[config.mk]
export PLATFORM = sky130hd
export DESIGN_NAME = float_mul_flat
export DESIGN_NICKNAME = d
export VERILOG_FILES = /design/src/rtl/float_mul_if.sv /design/src/rtl/float_mul.sv /design/src/flat_wrapper.sv
export SDC_FILE = /design/constraint.sdc
export NUM_CORES = 1
export LEC_CHECK = 0
export CAP_MARGIN = 20
export CELL_PAD_IN_SITES_DETAIL_PLACEMENT = 2
export CELL_PAD_IN_SITES_GLOBAL_PLACEMENT = 2
export CORE_MARGIN = 2
export CORE_UTILIZATION = 35
export DETAILED_ROUTE_END_ITERATION = 16
export GPL_TIMING_DRIVEN = 0
export PLACE_DENSITY = 0.77
export SETUP_SLACK_MARGIN = 0.3
export SLEW_MARGIN = 0
export SYNTH_ARGS = -nofsm -noshare
export SYNTH_HDL_FRONTEND = slang
export SYNTH_SLANG_ARGS = --single-unit
[constraint.sdc]
create_clock -name clk -period 3.2 [get_ports clk]
set_input_delay 0.32 -clock clk [delete_from_list [all_inputs] [get_ports clk]]
set_output_delay 0.32 -clock clk [all_outputs]
set_load 0.005 [all_outputs]
[src/rtl/float_mul_if.sv]
`default_nettype none
// ============================================================================
// Module   : float_mul_if
// Purpose  : Start/valid handshake bundle for the single-precision multiplier.
//            The requester (master) drives start and the two operands. The
//            multiplier (slave) returns busy, a one-cycle valid pulse and the
//            held product.
// Signals  : start   - one-cycle request, master -> slave
//            X, Y    - IEEE-754 single operands, master -> slave
//            busy    - operation in progress, slave -> master
//            valid   - one-cycle result strobe, slave -> master
//            product - IEEE-754 single result, slave -> master
// Revision : 1.0 - initial release
// ============================================================================
interface float_mul_if;
  logic        start;
  logic [31:0] X;
  logic [31:0] Y;
  logic        busy;
  logic        valid;
  logic [31:0] product;

  modport master (output start, X, Y, input busy, valid, product);
  modport slave  (input start, X, Y, output busy, valid, product);
endinterface
`default_nettype wire

[src/rtl/float_mul.sv]
`default_nettype none
// ============================================================================
// Module   : float_mul
// Purpose  : Multi-cycle IEEE-754 single-precision multiplier. The mantissa
//            product is built by an iterative shift-add, one multiplier bit
//            per cycle, so latency is fixed for every operand pair: valid
//            rises 27 edges after the accepting edge.
// Ports    : clk  - clock, rising edge
//            rst  - synchronous active-high reset (aborts any operation)
//            bus  - float_mul_if.slave (start, X, Y, busy, valid, product)
// Config   : FLOAT_MUL_RNE_EN defined   -> round to nearest, ties to even
//            FLOAT_MUL_RNE_EN undefined -> truncation (same latency)
// Revision : 1.0 - initial release
// ============================================================================
module float_mul #(
  parameter int MANT_W = 24,
  parameter int BIAS   = 127
) (
  input  logic           clk,
  input  logic           rst,
  float_mul_if.slave     bus
);

  localparam logic [4:0]        LAST_BIT = 5'(MANT_W - 1);
  localparam logic signed [9:0] E_BIAS   = 10'(BIAS);
  localparam logic signed [9:0] E_MAX    = 10'sd255;

  typedef enum logic [2:0] {
    IDLE   = 3'd0,
    UNPACK = 3'd1,
    MULT   = 3'd2,
    NORM   = 3'd3,
    ROUND  = 3'd4,
    DONE   = 3'd5
  } state_t;

  state_t state, state_nx;

  logic [31:0]       x_q, y_q;
  logic              sign;
  logic signed [9:0] e;
  logic [47:0]       mcand;    // multiplicand, shifted left each iteration
  logic [23:0]       mplier;   // multiplier, consumed LSB first
  logic [47:0]       acc;
  logic [4:0]        counter;
  logic [22:0]       mant;
  logic              guard, sticky;
  logic              res_nan, res_inf, res_zero;
  logic [31:0]       product_q;
  logic              valid_q;

  // Operand classification from the latched operands
  logic [7:0]  ex, ey;
  logic        x_zero, y_zero, x_inf, y_inf, x_nan, y_nan;
  assign ex     = x_q[30:23];
  assign ey     = y_q[30:23];
  assign x_zero = (ex == 8'h00);   // denormals flushed to zero
  assign y_zero = (ey == 8'h00);
  assign x_inf  = (ex == 8'hFF) && (x_q[22:0] == 23'h0);
  assign y_inf  = (ey == 8'hFF) && (y_q[22:0] == 23'h0);
  assign x_nan  = (ex == 8'hFF) && (x_q[22:0] != 23'h0);
  assign y_nan  = (ey == 8'hFF) && (y_q[22:0] != 23'h0);

  // Rounding and result resolution, consumed on the ROUND edge
  logic              round_inc;
  logic [23:0]       mant_rnd;   // [23] is the carry out of the fraction
  logic signed [9:0] e_rnd;
  logic [31:0]       result;

`ifdef FLOAT_MUL_RNE_EN
  assign round_inc = guard & (sticky | mant[0]);
`else
  logic unused_grs;
  assign unused_grs = guard | sticky;
  assign round_inc  = 1'b0;
`endif

  assign mant_rnd = {1'b0, mant} + {23'h0, round_inc};
  assign e_rnd    = e + (mant_rnd[23] ? 10'sd1 : 10'sd0);

  always_comb begin
    result = {sign, e_rnd[7:0], mant_rnd[22:0]};
    if (res_nan)             result = 32'h7FC00000;
    else if (res_inf)        result = {sign, 8'hFF, 23'h0};
    else if (res_zero)       result = {sign, 31'h0};
    else if (e_rnd >= E_MAX) result = {sign, 8'hFF, 23'h0};
    else if (e_rnd <= 10'sd0) result = {sign, 31'h0};
  end

  // State register
  always_ff @(posedge clk) begin
    if (rst) state <= IDLE;
    else     state <= state_nx;
  end

  // Next-state logic
  always_comb begin
    state_nx = state;
    case (state)
      IDLE:    if (bus.start) state_nx = UNPACK;
      UNPACK:  state_nx = MULT;
      MULT:    if (counter == LAST_BIT) state_nx = NORM;
      NORM:    state_nx = ROUND;
      ROUND:   state_nx = DONE;
      DONE:    state_nx = IDLE;
      default: state_nx = IDLE;
    endcase
  end

  // Datapath
  always_ff @(posedge clk) begin
    if (rst) begin
      x_q       <= 32'h0;
      y_q       <= 32'h0;
      sign      <= 1'b0;
      e         <= 10'sd0;
      mcand     <= 48'h0;
      mplier    <= 24'h0;
      acc       <= 48'h0;
      counter   <= 5'd0;
      mant      <= 23'h0;
      guard     <= 1'b0;
      sticky    <= 1'b0;
      res_nan   <= 1'b0;
      res_inf   <= 1'b0;
      res_zero  <= 1'b0;
      product_q <= 32'h0;
      valid_q   <= 1'b0;
    end else begin
      valid_q <= 1'b0;
      case (state)
        IDLE: begin
          if (bus.start) begin
            x_q <= bus.X;
            y_q <= bus.Y;
          end
        end
        UNPACK: begin
          sign     <= x_q[31] ^ y_q[31];
          e        <= $signed({2'b00, ex}) + $signed({2'b00, ey}) - E_BIAS;
          mcand    <= {24'h0, ~x_zero, x_q[22:0]};
          mplier   <= {~y_zero, y_q[22:0]};
          acc      <= 48'h0;
          counter  <= 5'd0;
          // Inf*0 is invalid and therefore joins the NaN class
          res_nan  <= x_nan | y_nan | (x_inf & y_zero) | (y_inf & x_zero);
          res_inf  <= x_inf | y_inf;
          res_zero <= x_zero | y_zero;
        end
        MULT: begin
          if (mplier[0]) acc <= acc + mcand;
          mcand   <= mcand << 1;
          mplier  <= mplier >> 1;
          counter <= counter + 5'd1;
        end
        NORM: begin
          // Product of two 1.x mantissas lies in [1,4): bit 47 set means >= 2
          if (acc[47]) begin
            mant   <= acc[46:24];
            guard  <= acc[23];
            sticky <= |acc[22:0];
            e      <= e + 10'sd1;
          end else begin
            mant   <= acc[45:23];
            guard  <= acc[22];
            sticky <= |acc[21:0];
          end
        end
        ROUND: begin
          product_q <= result;
          valid_q   <= 1'b1;
        end
        default: ;
      endcase
    end
  end

  assign bus.busy    = (state == UNPACK) || (state == MULT) ||
                       (state == NORM)   || (state == ROUND);
  assign bus.valid   = valid_q;
  assign bus.product = product_q;

endmodule
`default_nettype wire

[src/flat_wrapper.sv]
// flat-port wrapper written by rule: the top's interface ports become plain ports
module float_mul_flat 
#(
  parameter int MANT_W = 24,
  parameter int BIAS   = 127
)
  (clk, rst, bus_start, bus_X, bus_Y, bus_busy, bus_valid, bus_product);
  float_mul_if bus_i ();
  input  logic clk;
  input  logic rst;
  input wire logic [$bits(bus_i.start)-1:0] bus_start;
  input wire logic [$bits(bus_i.X)-1:0] bus_X;
  input wire logic [$bits(bus_i.Y)-1:0] bus_Y;
  output wire logic [$bits(bus_i.busy)-1:0] bus_busy;
  output wire logic [$bits(bus_i.valid)-1:0] bus_valid;
  output wire logic [$bits(bus_i.product)-1:0] bus_product;
  assign bus_i.start = bus_start;
  assign bus_i.X = bus_X;
  assign bus_i.Y = bus_Y;
  assign bus_busy = bus_i.busy;
  assign bus_valid = bus_i.valid;
  assign bus_product = bus_i.product;
  float_mul #(.MANT_W(MANT_W), .BIAS(BIAS)) u_core (.clk(clk), .rst(rst), .bus(bus_i));
endmodule
==> impl_metrics.toml <==
[critical_path]
arrival_ns = 3.31
crit_type = "reg -> reg"
setup.worst_path.start_class = "flip-flop"
r2r_cells = 11
cp_data_required_time_ns = 3.66
critPathMaxFanout = 5
worstSetupEndpointType = "flip-flop"

[global_routing]
grt_pass1_vias = 13000
antenna_found_initial = 0
grt_overflow = 0
groute.usage.overall_pct = 23.5
grt_start_max_net_pins = 16
grt_pass1_wl_um = 71800

[cts]
clk_latency_ns = 0.58
cts_max_path_buffers = 3
numClockSinks = 262
cts_tree = "done"
cts_inserted_buffers = 31
cts_root_buffer = "clkbuf_16"
htree_levels = 1
path_clk_slew_ns = 0.06

[sta]
fin_tns_setup_ns = 0
hold_violations = 0
rsz0062_at_grt = "true"
worst_slew_pin_slew_ns = 0.794
slew_headroom_pct = 47.1
finClkSkew_ns = 0.00977
drv_slew = 0
finalCriticalPeriod_ns = 2.85
fin_crit_sh_pct = 89.2
setup_viol = 0
fmax_mhz = 350

[run_status]
status = "finished clean"

[power]
power_density_mw_per_mm2 = 509
p_total_mw = 7.95
p_leak_nw = 5.55
irDropWorstVdd_uv = 533

[floorplan]
pin_count = 101
die_x_um = 194
core_mm2 = 0.0356
initial_core_util_pct = 35.5
dieArea_mm2 = 0.0377
row_count = 69
dieHeight_um = 194

[synth]
ys_seq_area_share_pct = 41.5
async_flop_share_pct = 0
syn-cell-area_mm2 = 0.0126
yosysWarnings = 0
ys.flop_type = "dfxtp_1"
synth.distinct_cells = 62
syn-num-nets = 1672
synth_edf_count = 0
syn_inst = 1544
syn_avg_cell_area_um2 = 8.19
yosys.area.top_type = "dfxtp_1"
netlist.area_leader.share_pct = 41.5
synth_area_leaders = "dfxtp_1 (41%), nand2_1 (7.8%), a21oi_1 (7.7%)"
synth_seq_cells = 262

[routing]
ant_nets = 0
vias = 12000
wirelength_um = 45100
drc = 0
via_per_inst = 5.51
post_drt_wl_per_cell_um = 20.7
dr.pass1.iters = 4
drt_iter0_markers = 489

[final_layout]
nFillCells = 3992
nNetsFinal = 1817
drive_gt1_share_pct = 8.36
num_antenna_cells = 0
area_delta_synth_final_pct = 23.5

[job]
drv_cap = 0

[placed_design]
routabilityCongestion = 0.794
dp_hpwl_um = 33600
io_buffers = 99

[worst_hold_path]
holdPathStages = 3
min_path_type = "in -> reg"
report_power, final:
part / internal (mW) / leakage, nW / total, mW / switching, mW
clock: 1.94 / 0.466 / 3.37 / 1.43
combinational: 0.348 / 2.96 / 1.04 / 0.690
sequential: 3.40 / 2.13 / 3.54 / 0.147
layout by cell type (no fill, tap or decap), types with 7 or more instances in the layout:
cell type        count
nand2_1            263
dfxtp_1            257
a21oi_1            188
nor2_1             132
a22oi_1             99
clkdlybuf4s50_1     99
clkbuf_1            91
o21ai_0             50
ha_1                40
nand3_1             39
xnor2_1             33
clkbuf_16           31
a21o_1              27
mux2i_1             27
a211oi_1            26
xor2_1              24
inv_1               21
nand4_1             19
nor4_1              16
nor3_1              15
buf_4               13
o21bai_1            11
ha_4                10
clkbuf_8             9
and3_1               9
ha_2                 9
a311oi_1             8
o21a_1               7
o21ai_1              7
a21oi_2              7
clkbuf_2             7
worst max-delay path, stage by stage (launching register included):
cell      delay (ns)
dfxtp_1         0.36
ha_4            0.32
o211ai_1        0.10
o21a_1          0.21
a2111o_1        0.43
and3_4          0.20
o211ai_4        0.21
a21oi_4         0.12
o211ai_4        0.23
mux2i_1         0.22
o31ai_1         0.08
a31o_2          0.25
registers in the layout (all words and copies together), names as in the netlist:
signal              cells
u_core.x_q             32
u_core.mant            23
u_core.y_q             32
u_core.e               10
u_core.counter          5
u_core.state            3
u_core.acc             48
u_core.res_zero         1
u_core.mcand           48
u_core.res_nan          1
u_core.sign             1
u_core.res_inf          1
u_core.bus.valid        1
u_core.bus.product     32
u_core.mplier          24
final cells by class:
class,count,area [um2],share of cell area [%]
Tap cell,461,577,3.69
Buffer,99,420,2.69
Inverter,21,78.8,0.505
Multi-Input combinational cell,1162,7250,46.4
Clock inverter,6,40.0,0.256
Sequential cell,262,5250,33.6
Clock buffer,49,913,5.85
Timing Repair Buffer,112,1090,6.99
synth_stat cells (all sizes together) (24+ instances only):
cell type,instances
a211oi,27
o21ai,59
xnor2,33
nand3,40
ha,59
nor2,135
a21o,29
mux2i,27
a21oi,196
nand2,264
clkbuf,88
dfxtp,262
xor2,24
a22oi,99
per-layer routing:
metal	vias up	GRT usage (%)	routed length, um
li1	5803	-	-
met1	5964	29.4	20300
met2	157	43.1	22800
met3	49	2.61	1060
met4	0	5.16	843
met5	-	0	0
logic make-up (layout without fill, tap and decap cells):
| family | count (synthesis) | after routing | synth area share, % |
|---|---|---|---|
| AO/OA/AOI/OAI | 484 | 484 | 24.3 |
| XOR/XNOR | 57 | 57 | 3.95 |
| adder cells (fa/ha/maj) | 61 | 61 | 6.16 |
| buffers and inverters | 120 | 287 | 3.88 |
| flip-flops | 262 | 262 | 41.5 |
| multiplexers | 27 | 27 | 2.14 |
| AND/OR/NAND/NOR | 533 | 533 | 18.1 |
timing repair:
item | in CTS | in global routing
gates cloned | 0 | 0
resized for setup | 28 | 50
pin swaps | 8 | 10
endpoints found under the setup margin | 86 | 128
buffers inserted | 6 | 7
hold buffers | 0 | 0
path summary, 6_finish.rpt:
kind | start | end | slack, ns
setup / recovery | u_core.mcand[3] | u_core.acc[47] | 0.35
hold / removal | rst | u_core.acc[33] | 0.23
setup reg to reg | u_core.mcand[3] | u_core.acc[47] | 0.35
hold reg to reg | u_core.mplier[9] | u_core.mplier[9] | 0.46
per-stage QoR:
| step | hold slack (ns) | std cells | cell area (um2) | setup slack [ns] | utilization [%] |
|---|---|---|---|---|---|
| after floorplan | 0.432 | 1544 | 12600 | 0.487 | - |
| after global placement | 0.440 | 2104 | 14200 | -0.209 | 40.0 |
| after detailed placement | 0.457 | 2104 | 14200 | -0.158 | 40.0 |
| after CTS | 0.210 | 2165 | 15400 | 0.175 | 43.3 |
| after global routing | 0.229 | 2172 | 15600 | 0.219 | 43.9 |
| final | 0.231 | 2172 | 15600 | 0.345 | 43.9 |
No activity file was read; power rests on OpenSTA's default activity.
